`src/rtl/piso_serializer_tx.sv`:
```
// Parallel-in/serial-out transmitter: accepts a WIDTH-bit word over a valid/ready
// handshake and shifts it out LSB first, holding each bit for CLKS_PER_BIT cycles.
// Every output is decoded from registered state only.
module piso_serializer_tx #(
  parameter int unsigned WIDTH        = 8,
  parameter int unsigned CLKS_PER_BIT = 1
) (
  input  logic             CLK,
  input  logic             RST,
  input  logic             LOAD_VALID,
  input  logic [WIDTH-1:0] DATA_IN,
  output logic             LOAD_READY,
  output logic             SO,
  output logic             SO_VALID,
  output logic             BIT_STB,
  output logic             BUSY,
  output logic             DONE
);

  localparam int unsigned CntW = $clog2(WIDTH);
  localparam int unsigned DivW = (CLKS_PER_BIT > 1) ? $clog2(CLKS_PER_BIT) : 1;

  localparam logic [1:0] StIdle  = 2'd0;
  localparam logic [1:0] StShift = 2'd1;
  localparam logic [1:0] StDone  = 2'd2;

  logic [1:0]       state_q, state_d;
  logic [WIDTH-1:0] shreg_q, shreg_d;
  logic [CntW-1:0]  bit_cnt_q, bit_cnt_d;
  logic [DivW-1:0]  div_cnt_q, div_cnt_d;

  logic div_last;
  logic bit_last;

  assign div_last = (div_cnt_q == DivW'(CLKS_PER_BIT - 1));
  assign bit_last = (bit_cnt_q == CntW'(WIDTH - 1));

  // Next-state: load in idle, count bit periods while shifting, one-cycle done.
  always_comb begin
    state_d   = state_q;
    shreg_d   = shreg_q;
    bit_cnt_d = bit_cnt_q;
    div_cnt_d = div_cnt_q;
    case (state_q)
      StIdle: begin
        if (LOAD_VALID) begin
          shreg_d   = DATA_IN;
          bit_cnt_d = '0;
          div_cnt_d = '0;
          state_d   = StShift;
        end
      end
      StShift: begin
        if (div_last) begin
          div_cnt_d = '0;
          if (bit_last) begin
            state_d = StDone;
          end else begin
            shreg_d   = {1'b0, shreg_q[WIDTH-1:1]};
            bit_cnt_d = bit_cnt_q + CntW'(1);
          end
        end else begin
          div_cnt_d = div_cnt_q + DivW'(1);
        end
      end
      StDone:  state_d = StIdle;
      default: state_d = StIdle;
    endcase
  end

  // State registers with synchronous reset; reset mid-frame discards the word.
  always_ff @(posedge CLK) begin
    if (RST) begin
      state_q   <= StIdle;
      shreg_q   <= '0;
      bit_cnt_q <= '0;
      div_cnt_q <= '0;
    end else begin
      state_q   <= state_d;
      shreg_q   <= shreg_d;
      bit_cnt_q <= bit_cnt_d;
      div_cnt_q <= div_cnt_d;
    end
  end

  assign LOAD_READY = (state_q == StIdle);
  assign SO_VALID   = (state_q == StShift);
  assign SO         = (state_q == StShift) & shreg_q[0];
  assign BIT_STB    = (state_q == StShift) & div_last;
  assign BUSY       = (state_q == StShift) | (state_q == StDone);
  assign DONE       = (state_q == StDone);

endmodule

```
`config.mk`:
```
export PLATFORM = sky130hd
export DESIGN_NAME = piso_serializer_tx
export DESIGN_NICKNAME = d
export VERILOG_FILES = /design/src/rtl/piso_serializer_tx.sv
export SDC_FILE = /design/constraint.sdc
export NUM_CORES = 1
export LEC_CHECK = 0
export CAP_MARGIN = 20
export CORE_AREA = 4 4 45 47
export CTS_BUF_LIST = sky130_fd_sc_hd__clkbuf_8
export DETAILED_ROUTE_END_ITERATION = 12
export DIE_AREA = 0 0 49 51
export GPL_ROUTABILITY_DRIVEN = 0
export MAX_ROUTING_LAYER = met4
export PLACE_DENSITY = 0.85
export SLEW_MARGIN = 10
export SYNTH_ARGS = -nofsm -noshare
export SYNTH_HDL_FRONTEND = slang
export SYNTH_SLANG_ARGS = --single-unit
```
`constraint.sdc`:
```
create_clock -name CLK -period 2.8 [get_ports CLK]
set_input_delay 0.42 -clock CLK [delete_from_list [all_inputs] [get_ports CLK]]
set_output_delay 0.42 -clock CLK [all_outputs]
set_load 0.03 [all_outputs]
```
==> out/results.ini, run 1 <==
[place]
port_buffers=16
dp_slack_ns=0.875
place_hpwl_um=1080

[sta]
max_slew_margin_pct=57.4
finalCritPeriodShare_pct=75.2
setup_tns_ns=0
setup_ws_ns=0.694
skew_ns=0.00103
period_needed_ns=2.11
setup_viol=0
hold_violations=0
max_clock_freq_mhz=475
rsz0062_at_grt=no
max_slew.worst_pin.slew_ns=0.637
finalMaxSlewViolations=0

[power]
leakage_uw=0.000370
ir_worst_vdd_mv=0.502
cellPowerDensity_mw_per_mm2=598

[worst_setup_path]
crit_arrival_ns=1.69
end_kind=output pin
r2r_start=state_q[0]
r2r_setup_slack_ns=1.12
crit_required_ns=2.38
rr_worst_depth=5
critPathKind=reg -> out
r2r-end=bit_cnt_q[0]
start_kind=register
cp_max_fo=4

[drt]
wirelength_um=1450
ant_nets=0
num_vias=584
firstDrtPassIters=4
drt_iter0_drc=10
vias_per_cell=5.56
wl_per_cell_um=13.8
post-route-drc-count=0

[yosys]
syn_nets=91
ys.flop_type=dfxtp_1
yosys_warnings=0
ys_seq_elements=13
synth-edff-count=0
post_synth.cell_area_avg_um2=10.6
yosysUniqueCellTypes=22
syn_inst=73
ys_seq_area_share_pct=33.8
synthArstFlopShare_pct=0
syn-cell-area_um2=771

[clock_tree]
cts_resized=0
ctsRootBufferMaster=clkbuf_8
clk_latency_ns=0.24
cts_sinks=13
cts_hold_buffers=0
cts-buffers-inserted=3
clkTransAtPathRegs_ns=0.05
htreeDepth=1
clockBufferDepth=2
tritoncts=built
postCtsSetupBuffers=0

[outcome]
status=finished, final reports clean

[die]
die_area_mm2=0.00250
die_w_um=49
pin_count=17
die_y_um=51
start_util_pct=46.7
core_area_mm2=0.00165
rows=15

[layout]
syn_to_final_growth_pct=24.7
drive_gt1_share_pct=15.9
area.sequential_um2=260
final_nets=107
multi_input_area_um2=455
antenna_cells=0
nFillCells=150

[hold_path]
hold_class=reg -> reg
worstHoldEndpoint=shreg_q[7]
hold_start=shreg_q[7]
hold_depth=2

[grt]
first_global_vias=577
grt_max_degree=18
grt_pass1_wl_um=2420
antenna_found_initial=0
grt_remaining_overflow=0
grt_usage_pct=12.2

[job]
drv_cap=0

## report_power, final
group          switching [µW]  internal [µW]
registers                13.3            209
clock network            63.6           96.6
logic                     103           89.5
## registers in the layout, summed over array words and instances, names as in the netlist
register / count
shreg_q: 8
bit_cnt_q: 3
state_q: 2
## worst max-delay path, cell delays in order, from the launching register on
cell	delay, ns
dfxtp_1	0.36
inv_1	0.10
ha_1	0.22
and2_2	0.19
clkdlybuf4s50_1	0.58
## cell usage in the layout (no fill, tap or decap), drive strengths merged
cell type	n
ha	7
inv	4
or3b	1
a21o	1
a211oi	8
clkbuf	3
nand2b	6
or3	1
dfxtp	13
and3	1
nand3	1
a31oi	7
mux2i	11
clkdlybuf4s50	16
buf	1
and2	1
or2	1
a21oi	2
nand2	1
nand3b	2
## area by class of cell
cell class                 count  share of cell area [%]
inverter                       3                    1.17
clock inverter                 1                   0.391
clock buffer                   3                    4.30
multi-input combinational     51                    47.4
sequential                    13                    27.1
tap                           17                    2.21
timing repair buffer          17                    17.4
## metal layers
| layer | routed length [µm] | track usage (%) | vias up |
|---|---|---|---|
| li1 | - | - | 297 |
| met1 | 624 | 13.4 | 273 |
| met2 | 721 | 20.7 | 12 |
| met3 | 93 | 6.12 | 2 |
| met4 | 6 | 1.35 | 0 |
| met5 | 0 | - | - |
## cells in the mapped netlist, types with 2 or more instances
cell | count | area (µm²)
dfxtp_1 | 13 | 260
mux2i_1 | 11 | 110
a211oi_2 | 7 | 87.6
a31oi_1 | 7 | 43.8
ha_1 | 7 | 87.6
nand2b_1 | 6 | 37.5
inv_1 | 3 | 11.3
a21oi_1 | 2 | 10.0
buf_2 | 2 | 10.0
buf_6 | 2 | 22.5
nand3b_1 | 2 | 15.0
## worst max path at each step
| stage | slack, ns | startpoint | endpoint |
|---|---|---|---|
| global route | 0.60 | state_q[1] | SO |
| finish | 0.69 | state_q[1] | SO |
| global placement | 0.91 | RST | shreg_q[7] |
| floorplan | 1.14 | state_q[0] | shreg_q[0] |
| CTS | 0.68 | state_q[1] | SO |
| detailed placement | 0.88 | RST | shreg_q[7] |
## cells by family (layout without fill, tap and decap cells)
logic type	after synthesis	count (layout)	share of synthesized area [%]
fa+ha+maj	7	7	11.4
mux	11	11	14.3
flops	13	13	33.8
simple gates	15	15	13.1
compound gates	18	18	20.3
buf+inv	9	24	7.14
## per-stage QoR
step                      instances  total power, µW  area [µm²]  hold slack [ns]  utilization (%)
after floorplan                  73              379         771            0.448                -
after global placement          101              414         916            0.463             55.5
after detailed placement        101              420         916            0.473             55.5
after CTS                       105              582         961            0.483             58.2
after global routing            105              607         961            0.512             58.2
final                           105              575         961            0.483             58.2
No activity file was read; power rests on OpenSTA's default activity.
==> inputs of run 2 (changes only) <==
--- a/config.mk
+++ b/config.mk
@@ -6,10 +6,10 @@
 export NUM_CORES = 1
 export LEC_CHECK = 0
 export CAP_MARGIN = 20
-export CORE_AREA = 4 4 45 47
+export CORE_AREA = 4 4 46 48
 export CTS_BUF_LIST = sky130_fd_sc_hd__clkbuf_8
 export DETAILED_ROUTE_END_ITERATION = 12
-export DIE_AREA = 0 0 49 51
+export DIE_AREA = 0 0 50 52
 export GPL_ROUTABILITY_DRIVEN = 0
 export MAX_ROUTING_LAYER = met4
 export PLACE_DENSITY = 0.85
==> constraint.sdc (replaced) <==
create_clock -name CLK -period 1.8 [get_ports CLK]
set_input_delay 0.27 -clock CLK [delete_from_list [all_inputs] [get_ports CLK]]
set_output_delay 0.27 -clock CLK [all_outputs]
set_load 0.03 [all_outputs]
==> run 2 against run 1 <==
Wire length is 1.7% higher. Power is 55% higher. Hold slack worse by 0.0092 ns. Global-route usage is 0.99 points higher. Via count is 1.5% higher. Worst setup slack worse by 0.59 ns. Critical path depth stayed put. Sequential share of layout area is 0.62 points lower. Flip-flop and latch count stayed put. Critical path type unchanged. Largest power group unchanged.
==> out/results.ini, run 2 (synthesis gave the netlist of run 1 again) <==
[outcome]
status=finished, final reports clean

[worst_setup_path]
cp_max_fo=4
crit_family=buffers and inverters
start_kind=register
end_kind=output pin
crit_path_top_delay_cell=dfxtp_1
crit_chain=inv_1, ha_1, and2_2, dlygate4sd2_1
r2r-end=bit_cnt_q[0]
critPathKind=reg -> out
crit_required_ns=1.53
r2r_setup_slack_ns=0.23
r2r_start=state_q[0]
worst-path-stages=4
crit_arrival_ns=1.42
rr_worst_depth=5
crit_buf_inv=2
critPathMaxStageDelay_ns=0.35

[layout]
nFillCells=158
syn_to_final_growth_pct=27.6
top_register=shreg_q
multi_input_area_um2=455
final_nets=110
drive_gt1_share_pct=20.9
antenna_cells=0
area.sequential_um2=260
fin_util_pct=57.6
mostFrequentLayoutCell=dfxtp_1
final_cell_mix=dfxtp_1, mux2i_1, clkdlybuf4s50_1
top_regs=shreg_q (8), bit_cnt_q (3), state_q (2)
largest_reg_flops=8
stdcell_count=116

[hold_path]
worstHoldEndpoint=shreg_q[7]
hold_class=reg -> reg
hold_depth=2
hold_start=shreg_q[7]

[sta]
finalCritPeriodShare_pct=94.1
setup_viol=0
hold_violations=0
max_clock_freq_mhz=590
setup_tns_ns=0
max_slew_margin_pct=76.5
finalMaxSlewViolations=0
skew_ns=0.00298
rsz0062_at_grt=no
period_needed_ns=1.69
max_slew.worst_pin.slew_ns=0.353

[grt]
first_global_vias=588
grt_max_degree=12
grt_usage_pct=13.2
grt_pass1_wl_um=2570
grt_remaining_overflow=0
antenna_found_initial=0

[drt]
drt_iter0_drc=3
vias_per_cell=5.11
num_vias=593
wl_per_cell_um=12.7
firstDrtPassIters=4
wirelength_um=1470
post-route-drc-count=0
ant_nets=0

[place]
dp_cells=112
place_hpwl_um=1110
port_buffers=16

[die]
core_area_mm2=0.00171
start_util_pct=45.1
rows=15
pin_count=17
die_w_um=50
die_y_um=52
die_area_mm2=0.00260

[clock_tree]
htreeDepth=1
postCtsSetupBuffers=0
cts-buffers-inserted=3
clockBufferDepth=2
ctsRootBufferMaster=clkbuf_8
clkTransAtPathRegs_ns=0.05
tritoncts=built
cts_sinks=13
clk_latency_ns=0.24

[power]
leakage_uw=0.000399
ir_worst_vdd_mv=0.710
cellPowerDensity_mw_per_mm2=907

[job]
drv_cap=0

-- run 2: cell types whose count changed in the layout (fill, tap and decap cells not counted), sizes merged --
cell	change
clkdlybuf4s50	-6
buf	+5
dlygate4sd2	+4
-- run 2: final cells by class --
type,instances,area share (%)
clock inverter,1,0.382
timing repair buffer,20,18.3
inverter,3,1.15
clock buffer,3,4.20
multi-input combinational,51,46.3
tap,25,3.18
sequential,13,26.5
-- run 2: where the power goes --
| part | internal, µW | switching [µW] |
|---|---|---|
| registers | 325 | 19.9 |
| logic | 136 | 163 |
| clock network | 150 | 98.5 |
-- run 2: worst reg2reg max path, stage by stage, from the launching register on --
cell	delay, ns
dfxtp_1	0.33
inv_1	0.14
ha_1	0.20
or2_1	0.26
and3_4	0.36
mux2i_1	0.21
-- run 2: per-layer routing --
layer / vias to the layer above / track usage [%] / share of wire, % / wire length [µm]
met5: - / - / 0 / 0
met4: 0 / 1.38 / 0 / 0
met3: 0 / 6.02 / 6.0 / 88
met2: 15 / 22.0 / 50 / 736
met1: 278 / 15.1 / 44 / 645
li1: 300 / - / - / -
-- run 2: worst max path at each step --
stage,startpoint,to,slack (ns)
floorplan,state_q[0],shreg_q[0],0.14
global placement,state_q[1],SO,0.15
detailed placement,state_q[0],BUSY,0.10
CTS,state_q[1],SO,0.1
global route,state_q[1],SO,0.04
finish,state_q[1],SO,0.11
-- run 2: what timing repair did --
action	CTS	global route
hold buffers	0	0
setup endpoints to repair	4	0
gates resized for setup	4	0
-- run 2: through the flow --
step | setup WS, ns | hold slack (ns) | power, µW | cell area, µm²
CTS | 0.0968 | 0.476 | 904 | 983
global route | 0.0431 | 0.499 | 943 | 983
floorplan | 0.135 | 0.448 | 589 | 771
detailed placement | 0.103 | 0.466 | 658 | 943
global placement | 0.154 | 0.461 | 646 | 943
finish | 0.106 | 0.474 | 892 | 983
==> inputs of run 3 (changes only) <==
--- a/config.mk
+++ b/config.mk
@@ -8,11 +8,14 @@
 export CAP_MARGIN = 20
 export CORE_AREA = 4 4 46 48
 export CTS_BUF_LIST = sky130_fd_sc_hd__clkbuf_8
+export CTS_CLUSTER_DIAMETER = 60
 export DETAILED_ROUTE_END_ITERATION = 12
 export DIE_AREA = 0 0 50 52
 export GPL_ROUTABILITY_DRIVEN = 0
 export MAX_ROUTING_LAYER = met4
 export PLACE_DENSITY = 0.85
+export REMOVE_ABC_BUFFERS = 1
+export SETUP_SLACK_MARGIN = 0.5
 export SLEW_MARGIN = 10
 export SYNTH_ARGS = -nofsm -noshare
 export SYNTH_HDL_FRONTEND = slang
==> run 3 against run 2 <==
Critical endpoint is now shreg_q[5]. Count of clock-buffer cells in the layout is the same. Hold slack better by 0.0030 ns. Sequential share of layout area fell by 4.3 points. Power rose by 15%.
==> out/results.ini, run 3 (synthesis gave the netlist of run 1 again) <==
[layout]
syn_to_final_growth_pct=55.2
final_cell_mix=mux2i_1, dfxtp_1, buf_4, clkdlybuf4s50_1, buf_6
top_regs=shreg_q (8), bit_cnt_q (3), state_q (2)
drive_gt1_share_pct=51.0
nFillCells=124
top_register=shreg_q
largest_reg_flops=8
final_nets=123
antenna_cells=0
fin_area_mm2=0.00120

[place]
place_hpwl_um=1060
placed_area_um2=951
dp_slack_ns=0.111
port_buffers=16

[worst_setup_path]
critPathKind=reg -> reg
start_kind=register
cp_max_fo=6
end_kind=register
r2r_start=state_q[0]
crit_required_ns=1.96
r2r_setup_slack_ns=0.41
startpoint=state_q[0]
rr_worst_depth=5
crit_arrival_ns=1.55
r2r-end=shreg_q[5]

[die]
core_area_mm2=0.00171
die_y_um=52
pin_count=17
rows=15
die_w_um=50
start_util_pct=45.1
die_area_mm2=0.00260

[sta]
hold_violations=0
max_clock_freq_mhz=721
finalCritPeriodShare_pct=77.0
setup_tns_ns=0
max_slew.worst_pin.slew_ns=0.284
whs_ns=0.477
finalMaxSlewViolations=0
setup_viol=0
skew_ns=0.00231
setup_ws_ns=0.413
period_needed_ns=1.39
rsz0062_at_grt=yes
max_slew_margin_pct=81.0

[clock_tree]
cts_sinks=13
cts-buffers-inserted=3
clkTransAtPathRegs_ns=0.05
ctsRootBufferMaster=clkbuf_8
tritoncts=built
htreeDepth=1
clockBufferDepth=2
cts_hold_buffers=0
clk_latency_ns=0.24

[drt]
post-route-drc-count=0
vias_per_cell=5.08
num_vias=655
ant_nets=0
drt_iter0_drc=6
wirelength_um=1850
wl_per_cell_um=14.4
firstDrtPassIters=3

[power]
leakage_uw=0.000469
ir_worst_vdd_mv=0.681
total_power_uw=1030
cellPowerDensity_mw_per_mm2=858

[hold_path]
hold_depth=2
worstHoldEndpoint=shreg_q[7]
hold_class=reg -> reg
hold_start=shreg_q[7]

[job]
drv_cap=0

[grt]
antenna_found_initial=0
grt_pass1_wl_um=2870
grt_usage_pct=14.8
grt_max_degree=12
first_global_vias=663
grt_remaining_overflow=0

[outcome]
status=finished, final reports clean

-- run 3: cell types whose count changed in the layout (fill, tap and decap cells not counted), moves of 3 or more --
cell	previous run	this run
dlygate4sd2_1	4	0
ha_4	0	3
buf_4	6	11
ha_2	0	3
buf_6	0	9
inv_1	4	1
ha_1	7	1
-- run 3: how the worst max path moves through the flow --
stage,to,slack [ns],cells after the start
floorplan,bit_cnt_q[0],-0.11,5
global placement,SO,0.15,4
detailed placement,SO,0.11,4
CTS,SO,0.46,4
global route,shreg_q[6],0.36,5
finish,shreg_q[5],0.41,5
-- run 3: final cells by class --
| cell class | instances | area (µm²) | share of cell area, % |
|---|---|---|---|
| multi-input cells | 53 | 549 | 45.9 |
| repair buffers | 31 | 289 | 24.2 |
| flip-flops and latches | 13 | 265 | 22.2 |
| clock buffers | 3 | 41.3 | 3.45 |
| well taps | 25 | 31.3 | 2.62 |
| inverters | 3 | 16.3 | 1.36 |
| clock inverters | 1 | 3.75 | 0.314 |
-- run 3: repair_timing --
item	4_1_cts	5_1_grt
pin swaps	6	1
hold endpoints to repair	0	0
gates resized for setup	53	7
setup buffers	9	0
endpoints found under the setup margin	19	19
gates cloned	2	1
-- run 3: worst max-delay path, stage by stage, from the launching register on --
cell	delay, ns
dfxtp_4	0.38
inv_4	0.05
ha_4	0.17
or2_4	0.28
and3_4	0.23
a211oi_2	0.18
-- run 3: per-layer routing --
metal	share of wire (%)	wire length, µm	vias up	GRT usage, %
met1	43	798	314	16.1
met3	3.8	71	0	4.58
li1	-	-	331	-
met4	0	0	0	1.38
met5	0	0	-	-
met2	53	985	10	27.2
-- run 3: power by group --
group          leakage [µW]  switching [µW]  total, µW  internal [µW]
registers          0.000108            27.2        353            326
clock network     0.0000269             100        250            150
logic              0.000334             198        422            225
-- run 3: stage by stage --
step                      std cells  util, %
final                           129     70.0
after CTS                       128     67.8
after detailed placement        113     55.7
after floorplan                  67        -
after global routing            129     70.0
after global placement          113     55.7
